### src/rtl/pool2d_stream.sv
// Streaming non-overlapping PxP max/average pooler with valid/ready on both sides.
// Optional macro POOL_RND_EN: round-half-up in average mode instead of truncation.
`default_nettype none

module pool2d_stream #(
  parameter int          N         = 8,
  parameter int          Q         = 4,
  parameter int          M         = 12,
  parameter int          P         = 3,
  parameter logic [N-1:0] P_SQR_INV = 8'h02
) (
  input  logic         clk,
  input  logic         master_rst,
  input  logic         clr,
  input  logic         mode,
  input  logic         in_valid,
  output logic         in_ready,
  input  logic [N-1:0] data_in,
  output logic         out_valid,
  input  logic         out_ready,
  output logic [N-1:0] data_out,
  output logic         end_op
);

  localparam int ACC_W  = N + $clog2(P * P);
  localparam int PROD_W = ACC_W + N + 1;
  localparam int NBLK   = M / P;
  localparam int CW     = (M > 1) ? $clog2(M) : 1;
  localparam int PW     = (P > 1) ? $clog2(P) : 1;
  localparam int BW     = (NBLK > 1) ? $clog2(NBLK) : 1;

  localparam logic [CW-1:0]            LAST_POS = CW'(M - 1);
  localparam logic [PW-1:0]            LAST_PH  = PW'(P - 1);
  localparam logic signed [N-1:0]      INV_S    = P_SQR_INV;
  localparam logic signed [PROD_W-1:0] SAT_HI   = PROD_W'((2 ** (N - 1)) - 1);
  localparam logic signed [PROD_W-1:0] SAT_LO   = ~SAT_HI;
`ifdef POOL_RND_EN
  localparam logic signed [PROD_W-1:0] RND_K    = PROD_W'(2 ** (Q - 1));
`endif

  logic [CW-1:0] col, row;
  logic [PW-1:0] col_ph, row_ph;
  logic [BW-1:0] blk;
  logic          mode_lat;
  logic signed [ACC_W-1:0] line_buf [NBLK];

  logic                    accept, frame_start, frame_last;
  logic                    win_first, win_done, mode_eff;
  logic signed [ACC_W-1:0] acc_old, din_ext, acc_new;
  logic signed [PROD_W-1:0] prod, prod_rnd, scaled;
  logic [N-1:0]            avg_res, win_res;

  assign in_ready    = !out_valid || out_ready;
  assign accept      = in_valid && in_ready;
  assign frame_start = (row == '0) && (col == '0);
  assign frame_last  = (row == LAST_POS) && (col == LAST_POS);
  assign win_first   = (row_ph == '0) && (col_ph == '0);
  assign win_done    = (row_ph == LAST_PH) && (col_ph == LAST_PH);
  // The first pixel of a frame uses the live mode input; the rest use the latch.
  assign mode_eff    = frame_start ? mode : mode_lat;
  assign acc_old     = line_buf[blk];
  assign din_ext     = {{(ACC_W - N){data_in[N-1]}}, data_in};

  always_comb begin
    acc_new = acc_old;
    if (win_first) begin
      acc_new = din_ext;
    end else if (mode_eff) begin
      acc_new = (din_ext > acc_old) ? din_ext : acc_old;
    end else begin
      acc_new = acc_old + din_ext;
    end
  end

  always_comb begin
    prod     = PROD_W'(acc_new) * PROD_W'(INV_S);
`ifdef POOL_RND_EN
    prod_rnd = prod + RND_K;
`else
    prod_rnd = prod;
`endif
    scaled   = prod_rnd >>> Q;
    avg_res  = scaled[N-1:0];
    if (scaled > SAT_HI) begin
      avg_res = SAT_HI[N-1:0];
    end else if (scaled < SAT_LO) begin
      avg_res = SAT_LO[N-1:0];
    end
    win_res = mode_eff ? acc_new[N-1:0] : avg_res;
  end

  // Raster position, window phase and line-buffer column block.
  always_ff @(posedge clk or negedge master_rst) begin
    if (!master_rst) begin
      col      <= '0;
      row      <= '0;
      col_ph   <= '0;
      row_ph   <= '0;
      blk      <= '0;
      mode_lat <= 1'b0;
      for (int i = 0; i < NBLK; i++) line_buf[i] <= '0;
    end else if (clr) begin
      col      <= '0;
      row      <= '0;
      col_ph   <= '0;
      row_ph   <= '0;
      blk      <= '0;
      mode_lat <= 1'b0;
      for (int i = 0; i < NBLK; i++) line_buf[i] <= '0;
    end else if (accept) begin
      line_buf[blk] <= acc_new;
      if (frame_start) mode_lat <= mode;
      if (col_ph == LAST_PH) begin
        col_ph <= '0;
        blk    <= blk + BW'(1);
      end else begin
        col_ph <= col_ph + PW'(1);
      end
      if (col == LAST_POS) begin
        col <= '0;
        blk <= '0;
        if (row == LAST_POS) begin
          row    <= '0;
          row_ph <= '0;
        end else begin
          row    <= row + CW'(1);
          row_ph <= (row_ph == LAST_PH) ? '0 : row_ph + PW'(1);
        end
      end else begin
        col <= col + CW'(1);
      end
    end
  end

  // Single-entry output register; a completing window may reload it on a draining beat.
  always_ff @(posedge clk or negedge master_rst) begin
    if (!master_rst) begin
      out_valid <= 1'b0;
      data_out  <= '0;
      end_op    <= 1'b0;
    end else if (clr) begin
      out_valid <= 1'b0;
      data_out  <= '0;
      end_op    <= 1'b0;
    end else if (accept && win_done) begin
      out_valid <= 1'b1;
      data_out  <= win_res;
      end_op    <= frame_last;
    end else if (out_ready) begin
      out_valid <= 1'b0;
      end_op    <= 1'b0;
    end
  end

endmodule

`default_nettype wire

### config.mk
export PLATFORM = sky130hd
export DESIGN_NAME = pool2d_stream
export DESIGN_NICKNAME = d
export VERILOG_FILES = /design/src/rtl/pool2d_stream.sv
export SDC_FILE = /design/constraint.sdc
export NUM_CORES = 1
export LEC_CHECK = 0
export CAP_MARGIN = 30
export CORE_ASPECT_RATIO = 1.1
export CORE_MARGIN = 5
export CORE_UTILIZATION = 45
export CTS_BUF_LIST = sky130_fd_sc_hd__clkbuf_2 sky130_fd_sc_hd__clkbuf_4 sky130_fd_sc_hd__clkbuf_8
export CTS_CLUSTER_DIAMETER = 50
export CTS_CLUSTER_SIZE = 10
export DETAILED_ROUTE_END_ITERATION = 10
export PLACE_DENSITY = 0.64
export SETUP_SLACK_MARGIN = 0.15
export SLEW_MARGIN = 20
export SYNTH_ARGS = -nofsm -noshare
export SYNTH_HDL_FRONTEND = slang
export SYNTH_SLANG_ARGS = --single-unit
### constraint.sdc
create_clock -name clk -period 6.2 [get_ports clk]
set_input_delay 1.55 -clock clk [delete_from_list [all_inputs] [get_ports clk]]
set_output_delay 1.55 -clock clk [all_outputs]
set_load 0.01 [all_outputs]
==> results_dict.tcl, run 1 <==
set metrics [dict create \
    fill_cells 988 \
    crit_chain "clkdlybuf4s50_1 > ha_1 > nand4_4 > o32ai_4 > or4b_4 > a21oi_4 > a22o_4 > o311ai_4 > a221oi_2 > a2111oi_2" \
    drt_iter0_drc 362 \
    start_util_pct 45.8 \
    area_delta_synth_final_pct 11.7 \
    antenna_found_initial 0 \
    setup_viol 0 \
    synth_top_area_share_pct 36.7 \
    cts_inserted_buffers 9 \
    netlist_area_um2 4970 \
    rows 40 \
    clock-sinks 73 \
    yosysTopAreaCell "dfrtp_1" \
    clock_latency_ns 0.36 \
    htreeDepth 3 \
    vdd_drop_max_v 0.000104 \
    io_pins 25 \
    ys_ff_latch 73 \
    vias 4032 \
    slew_headroom_pct 35.2 \
    fmax_mhz 201 \
    drc_errors 0 \
    die_h_um 120 \
    synthArstFlopShare_pct 100 \
    path_clk_slew_ns 0.08 \
    cts_setup_buffers 0 \
    worstSetupPathType "input port to flop" \
    rsz0062_at_grt "false" \
    layout.cells.non_filler 699 \
    synth_area_leaders "dfrtp_1 37%, ha_1 8.8%, nand2_1 6.5%" \
    p_leak_nw 2.28 \
    outcome "finished, final reports clean" \
    hp-class "flop to flop" \
    cts_hold_buf 0 \
    syn_avg_cell_area_um2 9.39 \
    cap_violations 0 \
    arrival_ns 5.18 \
    layout-drive-gt1-share_pct 11.8 \
    core_region_area_um2 10900 \
    dieArea_um2 13300 \
    grt_use_total_pct 20.6 \
    power_density_nw_per_um2 262 \
    fin_hold_ws_ns 0.505 \
    ys_seq_area_share_pct 36.7 \
    fin_crit_ns 4.98 \
    synthesis.nets 580 \
    dp_slack_ns 0.877 \
    grt_pass1_vias 4067 \
    cpPeakStageDelay_ns 0.74 \
    critPathSlowestCell "clkdlybuf4s50_1" \
    final_antenna_net_count 0 \
    fin_setup_tns_ns 0 \
    drt_pre_antenna_iters 4 \
    syn_inst 530 \
    synth-edff-count 0 \
    critPathLaunchType "input port" \
    timing.final.crit_share_pct 80.4 \
    placedCellCount 681 \
    cts_tree "done" \
    synth_cell_types 73 \
    grt_max_degree 74 \
    diodes 0 \
    place_hpwl_mm 9.20 \
    root_buffer "clkbuf_8" \
    crit_required_ns 6.39 \
    worstSetupEndpointType "flop" \
    grt_pass1_wl_mm 21.3 \
    setup_slack_ns 1.22 \
    final_common_cell "nand2_1" \
    cts_buffer_depth 2 \
    route.detailed.wl_per_inst_um 18.0 \
    gp_congestion 0.961 \
    finalWirelength_mm 12.6 \
    slew_viol_final 0 \
    hold_violations 0 \
    cts_resized 0 \
    vias_per_cell 5.77 \
    final_cell_mix "86 x nand2_1, 73 x dfrtp_1, 48 x nor2_1" \
    clock_skew_ns 0.0150 \
    nets 597 \
    ys_warn_count 0 \
    ys.flop_type "dfrtp_1" \
    port_buffers 24 \
    grt_overflow_total 0 \
    worst_pin_slew_ns 0.972 \
    die_w_um 110 \
    cp_max_fo 14 \
]
[final cells by class]
cell class                 count  area, um^2  area share, %
multi-input combinational    398        2880           51.9
timing repair buffer          31         325           5.85
sequential                    73        1830           32.9
clock inverter                 4        51.3          0.923
clock buffer                  12         159           2.86
tap                          147         184           3.31
inverter                      34         128           2.30
[cell families after synthesis]
logic type	after synthesis	synth area share (%)
AOI/OAI and AO/OA	134	20.6
xor gates and xnor gates	9	1.58
adders and majority gates	36	9.21
buffers and inverters	59	5.33
DFF	73	36.7
muxes	14	6.01
and+or+nand+nor	205	20.5
[through the flow]
step | utilization [%] | total power [mW] | area, um^2
finish | 51.2 | 1.45 | 5560
global route | 51.2 | 1.55 | 5560
CTS | 50.7 | 1.46 | 5500
detailed placement | 48.7 | 1.06 | 5290
global placement | 48.7 | 1.05 | 5290
floorplan | - | 0.928 | 4970
[registers in the layout, summed over array words and instances, names as in the netlist, 2 cells and up]
name,flops
blk,2
col,4
col_ph,2
data_out,8
line_buf,48
row,4
row_ph,2
[worst paths after layout]
kind | from | to | slack (ns) | depth (start not counted)
worst max-delay path | data_in[7] | data_out[6] | 1.22 | 10
worst min-delay path | data_out[4] | data_out[4] | 0.51 | 2
worst max register to register | blk[1] | data_out[0] | 1.81 | 12
worst min register to register | data_out[4] | data_out[4] | 0.51 | 2
max in group asynchronous | master_rst | line_buf[29] | 4.56 | 2
min in group asynchronous | master_rst | blk[0] | 1.07 | 1
[cells in the mapped netlist, drive strengths merged, types with 2 or more instances]
library cell and n:
a21oi 46, nor3 10, inv 34, a22oi 2
nand2 87, nor4b 2, nor2 48, nand4b 3
o22ai 2, dfrtp 73, a2111oi 2, o211ai 4
nor2b 2, xor2 2, or3 6, o21ai 14
a22o 2, and2 3, and3 6, a32oi 3
a211oi 21, nand3 3, a31oi 4, nand4 5
a221oi 9, ha 35, o31ai 12, mux4 12
o31a 2, o311ai 2, clkbuf 21, nand3b 11
nand2b 10, o41ai 2, nor4 4, xnor2 7
buf 4, or4 2
[critical path: cells and delay by family]
| kind | cells | cell delay [ns] |
|---|---|---|
| fa+ha+maj | 1 | 0.64 |
| compound gates | 6 | 1.54 |
| simple gates | 2 | 0.71 |
| buf+inv | 1 | 0.74 |
[layer usage]
layer / vias to the layer above / global-route usage [%] / part of all wire, %
met3: 22 / 4.16 / 4.6
met5: - / 0 / 0
met1: 1975 / 28.3 / 45
met4: 0 / 6.93 / 3.0
met2: 91 / 32.5 / 48
li1: 1944 / - / -
[report_power, final]
part           leakage (nW)  switching [mW]  internal (mW)
logic                  1.17           0.341          0.198
clock network         0.106           0.180          0.212
registers              1.00          0.0230          0.501
total                  2.28           0.543          0.911
Note: power is estimated with default switching activity, not from simulation.
==> inputs of run 2 (changes only) <==
==> constraint.sdc (replaced) <==
create_clock -name clk -period 4.9 [get_ports clk]
set_input_delay 1.225 -clock clk [delete_from_list [all_inputs] [get_ports clk]]
set_output_delay 1.225 -clock clk [all_outputs]
set_load 0.01 [all_outputs]
==> run 2 against run 1 <==
Net effect: power rose by 22%; setup slack got worse by 0.85 ns; clock skew fell by 0.0057 ns; count of clock-buffer cells in the layout fell by 2; die area did not move; sequential power rose by 27%; sequential share of layout area rose by 0.19 points; sequential cell count did not move.
==> results_dict.tcl, run 2 (same netlist as run 1, synthesis figures left out) <==
set metrics [dict create \
    fmax_mhz 221 \
    final_cell_mix "86 x nand2_1, 73 x dfrtp_1, 48 x nor2_1" \
    fin_crit_ns 4.53 \
    cts_resized 0 \
    multi_input_area_um2 2880 \
    hp-start "data_out[3]" \
    grt_max_degree 74 \
    gp_congestion 0.955 \
    stdcell_area_um2 5530 \
    cts_setup_buffers 0 \
    grt_overflow_total 0 \
    port_buffers 24 \
    layout-drive-gt1-share_pct 12.6 \
    slew_headroom_pct 38.1 \
    io_pins 25 \
    hp-class "flop to flop" \
    cap_violations 0 \
    p_leak_nw 2.28 \
    diodes 0 \
    path_clk_slew_ns 0.07 \
    worstSetupPathType "flop to flop" \
    reg_top3 "line_buf (48), data_out (8)" \
    start_util_pct 45.8 \
    setup_viol 0 \
    critPathLaunchType "flop" \
    r2r_end "data_out[3]" \
    rsz0062_at_grt "false" \
    crit_required_ns 5.15 \
    final_common_cell "nand2_1" \
    largest_register_ffs 48 \
    dieArea_um2 13300 \
    fin_hold_ws_ns 0.498 \
    die_h_um 120 \
    drc_errors 0 \
    clock_skew_ns 0.00930 \
    place_hpwl_mm 9.22 \
    antenna_found_initial 0 \
    drt_iter0_drc 400 \
    htreeDepth 3 \
    timing.final.crit_share_pct 92.5 \
    cts_tree "done" \
    cp_max_fo 13 \
    hold_depth 2 \
    grt_pass1_vias 3977 \
    nets 604 \
    seq_area_um2 1830 \
    core_region_area_um2 10900 \
    root_buffer "clkbuf_8" \
    vias_per_cell 5.82 \
    vias 4096 \
    slew_viol_final 0 \
    regToRegSetupSlack_ns 0.37 \
    reg2reg_from "blk[0]" \
    worstSetupEndpointType "flop" \
    clock_latency_ns 0.36 \
    clock-sinks 73 \
    cts_buffer_depth 2 \
    drt_pre_antenna_iters 4 \
    route.detailed.wl_per_inst_um 18.2 \
    worstRegToRegCells 13 \
    grt_use_total_pct 20.5 \
    arrival_ns 4.78 \
    top_register "line_buf" \
    p_total_mw 1.78 \
    cts_hold_buf 0 \
    hold_violations 0 \
    finalWirelength_mm 12.8 \
    area_delta_synth_final_pct 11.1 \
    outcome "finished, final reports clean" \
    fill_cells 1037 \
    cts_inserted_buffers 9 \
    grt_pass1_wl_mm 21.1 \
    rows 40 \
    vdd_drop_max_v 0.000106 \
    power_density_nw_per_um2 322 \
    final_antenna_net_count 0 \
    fin_setup_tns_ns 0 \
    placed_area_um2 5350 \
    hold_end "data_out[3]" \
    die_w_um 110 \
    worst_pin_slew_ns 0.928 \
]
run 2: layout make-up:
type	instances	share of cell area, %
multi-input cells	398	52.2
flip-flops and latches	73	33.1
repair buffers	38	6.34
well taps	147	3.33
clock buffers	10	2.38
inverters	34	2.31
clock inverters	4	0.408
run 2: layer usage:
metal | global-route usage (%) | routed length (um)
met1 | 28.3 | 5850
met2 | 32.3 | 6160
met3 | 3.47 | 546
met4 | 7.08 | 286
met5 | 0 | 0
run 2: how the worst max path moves through the flow:
stage | start | end | slack [ns] | cells past startpoint
detailed placement | data_in[7] | data_out[3] | 0.18 | 11
CTS | blk[0] | data_out[3] | 0.40 | 13
global route | blk[0] | data_out[3] | 0.18 | 13
floorplan | data_in[0] | data_out[6] | 1.01 | 11
finish | blk[0] | data_out[3] | 0.37 | 13
global placement | data_in[7] | data_out[3] | 0.32 | 11
run 2: stage by stage:
step	worst slack (ns)	std cells	utilization, %
CTS	0.396	703	50.7
floorplan	1.01	530	-
global placement	0.323	689	49.3
global route	0.176	704	50.9
finish	0.367	704	50.9
detailed placement	0.184	689	49.3
run 2: critical path, cell delays in order (launching register included):
cell,delay [ns]
dfrtp_1,0.81
buf_4,0.28
mux4_2,0.57
inv_1,0.11
ha_1,0.25
a211oi_1,0.36
or3_1,0.19
o211ai_2,0.10
nor2_1,0.28
or3_4,0.22
nand3_4,0.13
a221oi_1,0.85
nand4b_1,0.21
nand2_1,0.05
run 2: where the power goes:
group / leakage [nW] / total (mW) / switching [mW] / internal (mW)
Sequential: 1.00 / 0.664 / 0.0311 / 0.633
Clock: 0.0812 / 0.406 / 0.225 / 0.181
Combinational: 1.20 / 0.710 / 0.442 / 0.267
==> inputs of run 3 (changes only) <==
--- a/config.mk
+++ b/config.mk
@@ -13,6 +13,7 @@
 export CTS_CLUSTER_DIAMETER = 50
 export CTS_CLUSTER_SIZE = 10
 export DETAILED_ROUTE_END_ITERATION = 10
+export GPL_ROUTABILITY_DRIVEN = 0
 export PLACE_DENSITY = 0.64
 export SETUP_SLACK_MARGIN = 0.15
 export SLEW_MARGIN = 20
==> results of run 3 <==
Same layout as run 2: the final DEF is identical, and so are final timing and power.
